===== config.mk =====
export PLATFORM = sky130hd
export DESIGN_NAME = ahb_slave_fabric
export DESIGN_NICKNAME = d
export VERILOG_FILES = /design/src/rtl/ahb_slave_fabric.sv
export SDC_FILE = /design/constraint.sdc
export NUM_CORES = 1
export LEC_CHECK = 0
export BUFFER_PORTS_ARGS = -buffer_cell sky130_fd_sc_hd__buf_4
export CORE_AREA = 3 3 83 85
export DETAILED_ROUTE_END_ITERATION = 6
export DIE_AREA = 0 0 86 88
export GPL_TIMING_DRIVEN = 1
export PLACE_DENSITY_LB_ADDON = 0.1
export SYNTH_ARGS = -nofsm -noshare
export SYNTH_HDL_FRONTEND = slang
export SYNTH_SLANG_ARGS = --single-unit

===== constraint.sdc =====
create_clock -name HCLK -period 1.81 [get_ports HCLK]
set_clock_uncertainty 0.1 [all_clocks]
set_input_delay 0.181 -clock HCLK [delete_from_list [all_inputs] [get_ports HCLK]]
set_output_delay 0.181 -clock HCLK [all_outputs]
set_load 0.01 [all_outputs]

===== src/rtl/ahb_slave_fabric.sv =====
// AHB-Lite slave-side fabric: address decoder, data-phase mux, default slave with two-cycle ERROR
// and saturating error counter. Optional stalled-slave timeout under `AHB_FABRIC_TIMEOUT_EN.
module ahb_slave_fabric #(
   parameter int NUM_S       = 4,
   parameter int ADDR_W      = 32,
   parameter int DATA_W      = 32,
   parameter logic [NUM_S*ADDR_W-1:0] SLV_BASE = {32'h5300_0000, 32'h5100_0000,
                                                  32'h5000_0000, 32'h0000_0000},
   parameter logic [NUM_S*ADDR_W-1:0] SLV_MASK = {4{32'hFF00_0000}},
   parameter int TIMEOUT_CYC = 256
) (
   input  logic                    HCLK,
   input  logic                    HRESET,
   input  logic [ADDR_W-1:0]       HADDR,
   input  logic [1:0]              HTRANS,
   input  logic                    HWRITE,
   output logic [NUM_S-1:0]        HSEL_S,
   input  logic [NUM_S*DATA_W-1:0] HRDATA_S,
   input  logic [NUM_S-1:0]        HREADYOUT_S,
   input  logic [NUM_S-1:0]        HRESP_S,
   output logic                    HREADY,
   output logic [DATA_W-1:0]       HRDATA,
   output logic                    HRESP,
   output logic [7:0]              err_cnt,
   output logic                    timeout
);

   typedef enum logic [1:0] {DS_IDLE = 2'd0, DS_ERR1 = 2'd1, DS_ERR2 = 2'd2} ds_state_e;

   localparam logic [NUM_S:0] DS_SEL = {1'b1, {NUM_S{1'b0}}};

   ds_state_e           state_q, state_d;
   logic [NUM_S:0]      dsel_q, dsel_d;
   logic                dtrans_q, dtrans_d;
   logic [7:0]          err_cnt_q, err_cnt_d;
   logic [NUM_S-1:0]    hsel_s;
   logic                ds_hit_s;
   logic                found_s;
   logic [DATA_W-1:0]   sel_rdata_s;
   logic                sel_ready_s;
   logic                sel_resp_s;
   logic                hready_s;
   logic                hresp_s;
   logic                fire_s;
   logic                unused_ok_s;

   assign unused_ok_s = ^{HWRITE, HTRANS[0]};

   // Address decode, lowest matching index wins; no match falls to the default slave.
   always_comb begin
      hsel_s  = '0;
      found_s = 1'b0;
      for (int i = 0; i < NUM_S; i++) begin
         if (!found_s && ((HADDR & SLV_MASK[i*ADDR_W +: ADDR_W]) == SLV_BASE[i*ADDR_W +: ADDR_W])) begin
            hsel_s[i] = 1'b1;
            found_s   = 1'b1;
         end else begin
            hsel_s[i] = 1'b0;
         end
      end
      ds_hit_s = ~found_s;
   end

   // AND-OR mux over the one-hot data-phase select; the default slave contributes zero data.
   always_comb begin
      sel_rdata_s = '0;
      sel_ready_s = 1'b0;
      sel_resp_s  = 1'b0;
      for (int i = 0; i < NUM_S; i++) begin
         sel_rdata_s = sel_rdata_s | ({DATA_W{dsel_q[i]}} & HRDATA_S[i*DATA_W +: DATA_W]);
         sel_ready_s = sel_ready_s | (dsel_q[i] & HREADYOUT_S[i]);
         sel_resp_s  = sel_resp_s  | (dsel_q[i] & HRESP_S[i]);
      end
      if (dsel_q[NUM_S]) begin
         hready_s = (state_q != DS_ERR1);
         hresp_s  = (state_q != DS_IDLE);
      end else begin
         hready_s = sel_ready_s;
         hresp_s  = sel_resp_s;
      end
   end

   // ERR1 is entered as the unmapped transfer enters its data phase so its first cycle already stalls.
   always_comb begin
      state_d   = state_q;
      dsel_d    = dsel_q;
      dtrans_d  = dtrans_q;
      err_cnt_d = err_cnt_q;
      case (state_q)
         DS_IDLE, DS_ERR2: begin
            if (fire_s || (hready_s && ds_hit_s && HTRANS[1])) begin
               state_d = DS_ERR1;
            end else begin
               state_d = DS_IDLE;
            end
         end
         DS_ERR1: begin
            if (dsel_q[NUM_S] && dtrans_q) begin
               state_d = DS_ERR2;
            end else begin
               state_d = DS_IDLE;
            end
         end
         default: state_d = DS_IDLE;
      endcase
      if (fire_s) begin
         dsel_d   = DS_SEL;
         dtrans_d = 1'b1;
      end else if (hready_s) begin
         dsel_d   = {ds_hit_s, hsel_s};
         dtrans_d = HTRANS[1];
      end else begin
         dsel_d   = dsel_q;
         dtrans_d = dtrans_q;
      end
      if ((state_q == DS_ERR1) && (state_d == DS_ERR2) && (err_cnt_q != 8'hFF)) begin
         err_cnt_d = err_cnt_q + 8'd1;
      end else begin
         err_cnt_d = err_cnt_q;
      end
   end

   // Fabric state registers.
   always_ff @(posedge HCLK) begin
      if (HRESET) begin
         state_q   <= DS_IDLE;
         dsel_q    <= DS_SEL;
         dtrans_q  <= 1'b0;
         err_cnt_q <= 8'd0;
      end else begin
         state_q   <= state_d;
         dsel_q    <= dsel_d;
         dtrans_q  <= dtrans_d;
         err_cnt_q <= err_cnt_d;
      end
   end

`ifdef AHB_FABRIC_TIMEOUT_EN
   localparam logic [15:0] TO_LAST = 16'(TIMEOUT_CYC - 1);

   logic [15:0] timer_q, timer_d;
   logic        timeout_q;
   logic        stall_s;

   // Count consecutive stalled data-phase cycles of a real slave; fire on the last allowed one.
   always_comb begin
      stall_s = dtrans_q & ~dsel_q[NUM_S] & ~sel_ready_s;
      fire_s  = stall_s && (timer_q == TO_LAST);
      if (hready_s || fire_s) begin
         timer_d = 16'd0;
      end else if (stall_s) begin
         timer_d = timer_q + 16'd1;
      end else begin
         timer_d = timer_q;
      end
   end

   // Timeout counter and pulse register.
   always_ff @(posedge HCLK) begin
      if (HRESET) begin
         timer_q   <= 16'd0;
         timeout_q <= 1'b0;
      end else begin
         timer_q   <= timer_d;
         timeout_q <= fire_s;
      end
   end

   assign timeout = timeout_q;
`else
   assign fire_s  = 1'b0;
   assign timeout = 1'b0;
`endif

   assign HSEL_S  = hsel_s;
   assign HREADY  = hready_s;
   assign HRESP   = hresp_s;
   assign HRDATA  = sel_rdata_s;
   assign err_cnt = err_cnt_q;

endmodule


==> impl_metrics.csv <==
group,metric,value,unit
yosys,synthXorXnorAreaFrac,0.0356,
timing,timing_hold_violations_final,0,
yosys,netlist.top_cell.by_area,"a22oi_1",
setup_path,timing.critical_path.to_type,"primary output",
setup_path,cp.arrival,1440,ps
grt,grt_pass1_wl,10.0,mm
detailed_routing,first_iter_violations,90,
timing,timing.final.crit_share,0.948,
yosys,yosysTopAreaCellShare,0.325,
detailed_routing,antenna_violating_nets_post_route,0,
yosys,synth_area,1480,um^2
grt,gr-total-overflow,0,
yosys,postSynth.asyncResetShare,0,
setup_path,r2r_end,"err_cnt[1]$_SDFFE_PP0P_",
yosys,post_synth_and_or_nand_nor_area_fraction,0.219,
setup_path,r2r.worst_path.cells,5,
timing,layout_min_cycle_time,1720,ps
timing,setup_tns,0,ps
setup_path,crit_path_frequent_cell,"buf_4",
clock_tree,cts.clk_slew.worst_paths,60,ps
grt,grt_usage,0.162,
timing,max_freq,0.583,GHz
layout,nNetsFinal,561,
layout,ff_latch_area,320,um^2
grt,number_of_antenna_violations_at_the_first_check_in_global_routing,0,
run_status,run_status,"finished clean",
clock_tree,tritoncts,"yes",
power_and_ir_drop,leakagePower,1.60,nW
hold_path,min_delay_path_depth,3,
layout,area_growth,107,%
clock_tree,htree_num_levels,1,
setup_path,list_of_cells_traversed_by_the_critical_path,"a22o_1 > o32ai_4 > buf_4 > inv_1 > buf_4",
floorplan,die_area,7570,um^2
layout,post_layout_utilization_of_the_core,0.487,
hold_path,holdCritStartpoint,"HTRANS[1]",
yosys,synth.area.top_cells,"a22oi_1, dfxtp_1, nand2_1",
hold_path,hold_class,"primary input to flop",
power_and_ir_drop,ir_worst_vdd,0.398,mV
detailed_routing,drt-vias-per-instance,4.76,
flow_run,timing.max_cap.violations,0,
yosys,postSynthNetCount,375,
yosys,synthesis.instances,201,
floorplan,chip_width,86,um
layout,drive_above_1_share,0.539,
yosys,synth_area_in_compound_gates,0.408,
setup_path,gate_family_responsible_for_the_most_delay_along_the_worst_path,"compound AO/OA/AOI/OAI gates",
setup_path,crit_path_max_incr_delay,320,ps
placement,hpwl_dp,5.84,mm
grt,grt_pass1_vias,1942,
placement,numPortBuffers,192,
yosys,syn_avg_cell_area,7.35,um^2
floorplan,initial_cell_density_of_the_core,0.235,
setup_path,start_kind,"flop",
detailed_routing,routed_wire_length_per_instance,15.8,um
setup_path,timing.reg2reg.setup_slack,200,ps
yosys,yosys_register_bits,16,
power_and_ir_drop,p_per_area,330,nW/um^2
yosys,synthFlopType,"dfxtp_1",
setup_path,worstPathBufferInverterCount,3,
yosys,synth_top_family_by_area,"compound AO/OA/AOI/OAI gates",
clock_tree,cts_buffer_count,3,
detailed_routing,remaining_drc_errors,0,
setup_path,slowest_stage,"dfxtp_1",
setup_path,path_max_fanout,8,
timing,maxSlewViolCount,0,
layout,area_occupied_by_multi_input_gates,1070,um^2
yosys,muxShareOfSynthArea,0.0475,
layout,antenna_cells,0,
yosys,synth_edf_count,0,
detailed_routing,number_of_vias_after_detailed_routing,2202,
grt,grt_max_degree,35,
timing,setup_repair_after_global_routing_missed_its_margin,"no",
clock_tree,cts_max_path_buffers,2,
yosys,synth_sequential_area_ratio,0.217,
yosys,ys_warn_count,0,
floorplan,core.rowCount,29,
floorplan,die_height,88,um
layout,fillCellCount,624,
yosys,synthAdderAreaFrac,0.00847,
placement,routabilityCongestion,0.816,
clock_tree,hold_buffers,0,
detailed_routing,drt_pre_antenna_iters,4,
floorplan,coreArea,6280,um^2
floorplan,ios,220,
timing,finalSetupViolCount,0,
setup_path,cp_data_required_time,1530,ps
setup_path,crit_type,"flop to primary output",
hold_path,hold_path_end,"dtrans_q$_SDFFE_PP0N_",
setup_path,crit-reg2reg-launch,"err_cnt[0]$_SDFFE_PP0P_",
clock_tree,cts.root.buffer_cell,"clkbuf_8",
clock_tree,clock_insertion_delay_worst_skew,240,ps
detailed_routing,totalWireLength,7.33,mm
clock_tree,tritoncts_num_sinks,16,
yosys,synth.distinct_cells,32,
worst reg2reg max path: cells and delay by family, from the launching register on:
kind	cells	cell delay (ps)
simple gates	2	190
fa+ha+maj	1	210
compound gates	1	390
mux	1	230
flops	1	380
timing repair:
item	4_1_cts	5_1_grt
gates resized for setup	0	3
buffers inserted	0	0
endpoints found under the setup margin	0	3
stage by stage:
step / setup slack (ps) / hold slack, ps / instance area, um^2 / power, mW / cells
4_1_cts: 28.3 / 80.3 / 3050 / 1.02 / 463
3_5_place_dp: 229 / 331 / 2990 / 0.713 / 459
2_1_floorplan: 263 / 153 / 1480 / 0.439 / 201
6_report: 93.7 / 82.8 / 3060 / 1.01 / 463
5_1_grt: 2.01 / 89.4 / 3060 / 1.06 / 463
3_3_place_gp: 221 / 325 / 2990 / 0.707 / 459
power breakdown:
group          internal, mW  switching, mW  leakage [nW]
clock network         0.192          0.111        0.0288
logic                 0.243         0.0937          1.44
registers             0.360        0.00828         0.130
total                 0.795          0.213          1.60
flip-flops by register name (all words and copies together) (netlist names):
signal    count
dsel_q        5
dtrans_q      1
err_cnt       8
state_q       2
per-layer routing:
layer	vias to the layer above	share of wire	GRT usage
li1	1137	-	-
met1	969	0.40	0.205
met2	90	0.52	0.295
met3	6	0.072	0.0235
met4	0	0.0090	0.0259
met5	-	0	0
final cells by class:
type                       count  share of cell area
timing repair buffer         200               0.493
multi-input combinational    164               0.350
sequential                    16               0.105
tap                           77              0.0315
clock buffer                   4              0.0180
inverter                       2             0.00245
Yosys cell counts (all sizes together), types with 2 or more instances:
library cell and number:
a21oi 2, a22o 4, a22oi 64, and2 2, buf 3, clkbuf 16
dfxtp 16, inv 2, mux2i 7, nand2 35, nand3 2, nand4 2
nor2 17, nor3 5, o2111ai 2, o211ai 2, o21ai 2, xor2 6
kinds of logic (layout without fill, tap and decap cells):
kind of cell	Yosys count	count (layout)
xor+xnor	6	6
flops	16	16
mux	7	7
compound gates	78	78
simple gates	71	71
buf+inv	21	206
fa+ha+maj	1	1
other cells	1	1
worst max-delay path by stage:
stage	from	to	slack (ps)	cells past startpoint
final	dsel_q[2]$_SDFFE_PP0N_	HREADY	90	5
after global routing	dsel_q[0]$_SDFFE_PP0N_	HRDATA[0]	2	5
after CTS	dsel_q[1]$_SDFFE_PP0N_	HRESP	30	5
after detailed placement	HADDR[27]	HSEL_S[1]	230	4
after global placement	HADDR[27]	HSEL_S[1]	220	4
after floorplan	dsel_q[1]$_SDFFE_PP0N_	dsel_q[2]$_SDFFE_PP0N_	260	5
placed cells by master (no fill, tap or decap):
| cell | netlist | routed |
|---|---|---|
| nand4b_1 | 1 | 1 |
| o2111ai_1 | 2 | 2 |
| and4b_1 | 1 | 1 |
| o32ai_4 | 1 | 1 |
| conb_1 | 1 | 1 |
| nand3_1 | 2 | 2 |
| clkbuf_8 | 0 | 4 |
| or4_4 | 1 | 1 |
| nand4_1 | 2 | 2 |
| nor3_1 | 5 | 5 |
| nand2b_1 | 1 | 1 |
| buf_4 | 1 | 198 |
| nor2_1 | 17 | 17 |
| nor2b_1 | 1 | 1 |
| buf_6 | 1 | 2 |
| ha_1 | 1 | 1 |
| a21o_1 | 1 | 1 |
| nand2_1 | 35 | 35 |
| o211ai_1 | 2 | 2 |
| inv_1 | 2 | 2 |
| a22oi_1 | 64 | 63 |
| xor2_1 | 6 | 6 |
| a21oi_1 | 2 | 2 |
| and2_1 | 2 | 2 |
| or3_1 | 1 | 1 |
| nor4_2 | 1 | 1 |
| and3_1 | 1 | 1 |
| mux2i_1 | 7 | 7 |
| a22o_1 | 4 | 4 |
| a22oi_2 | 0 | 1 |
| o21ai_0 | 2 | 2 |
| dfxtp_1 | 16 | 16 |
Note: power is estimated with default switching activity, not from simulation.
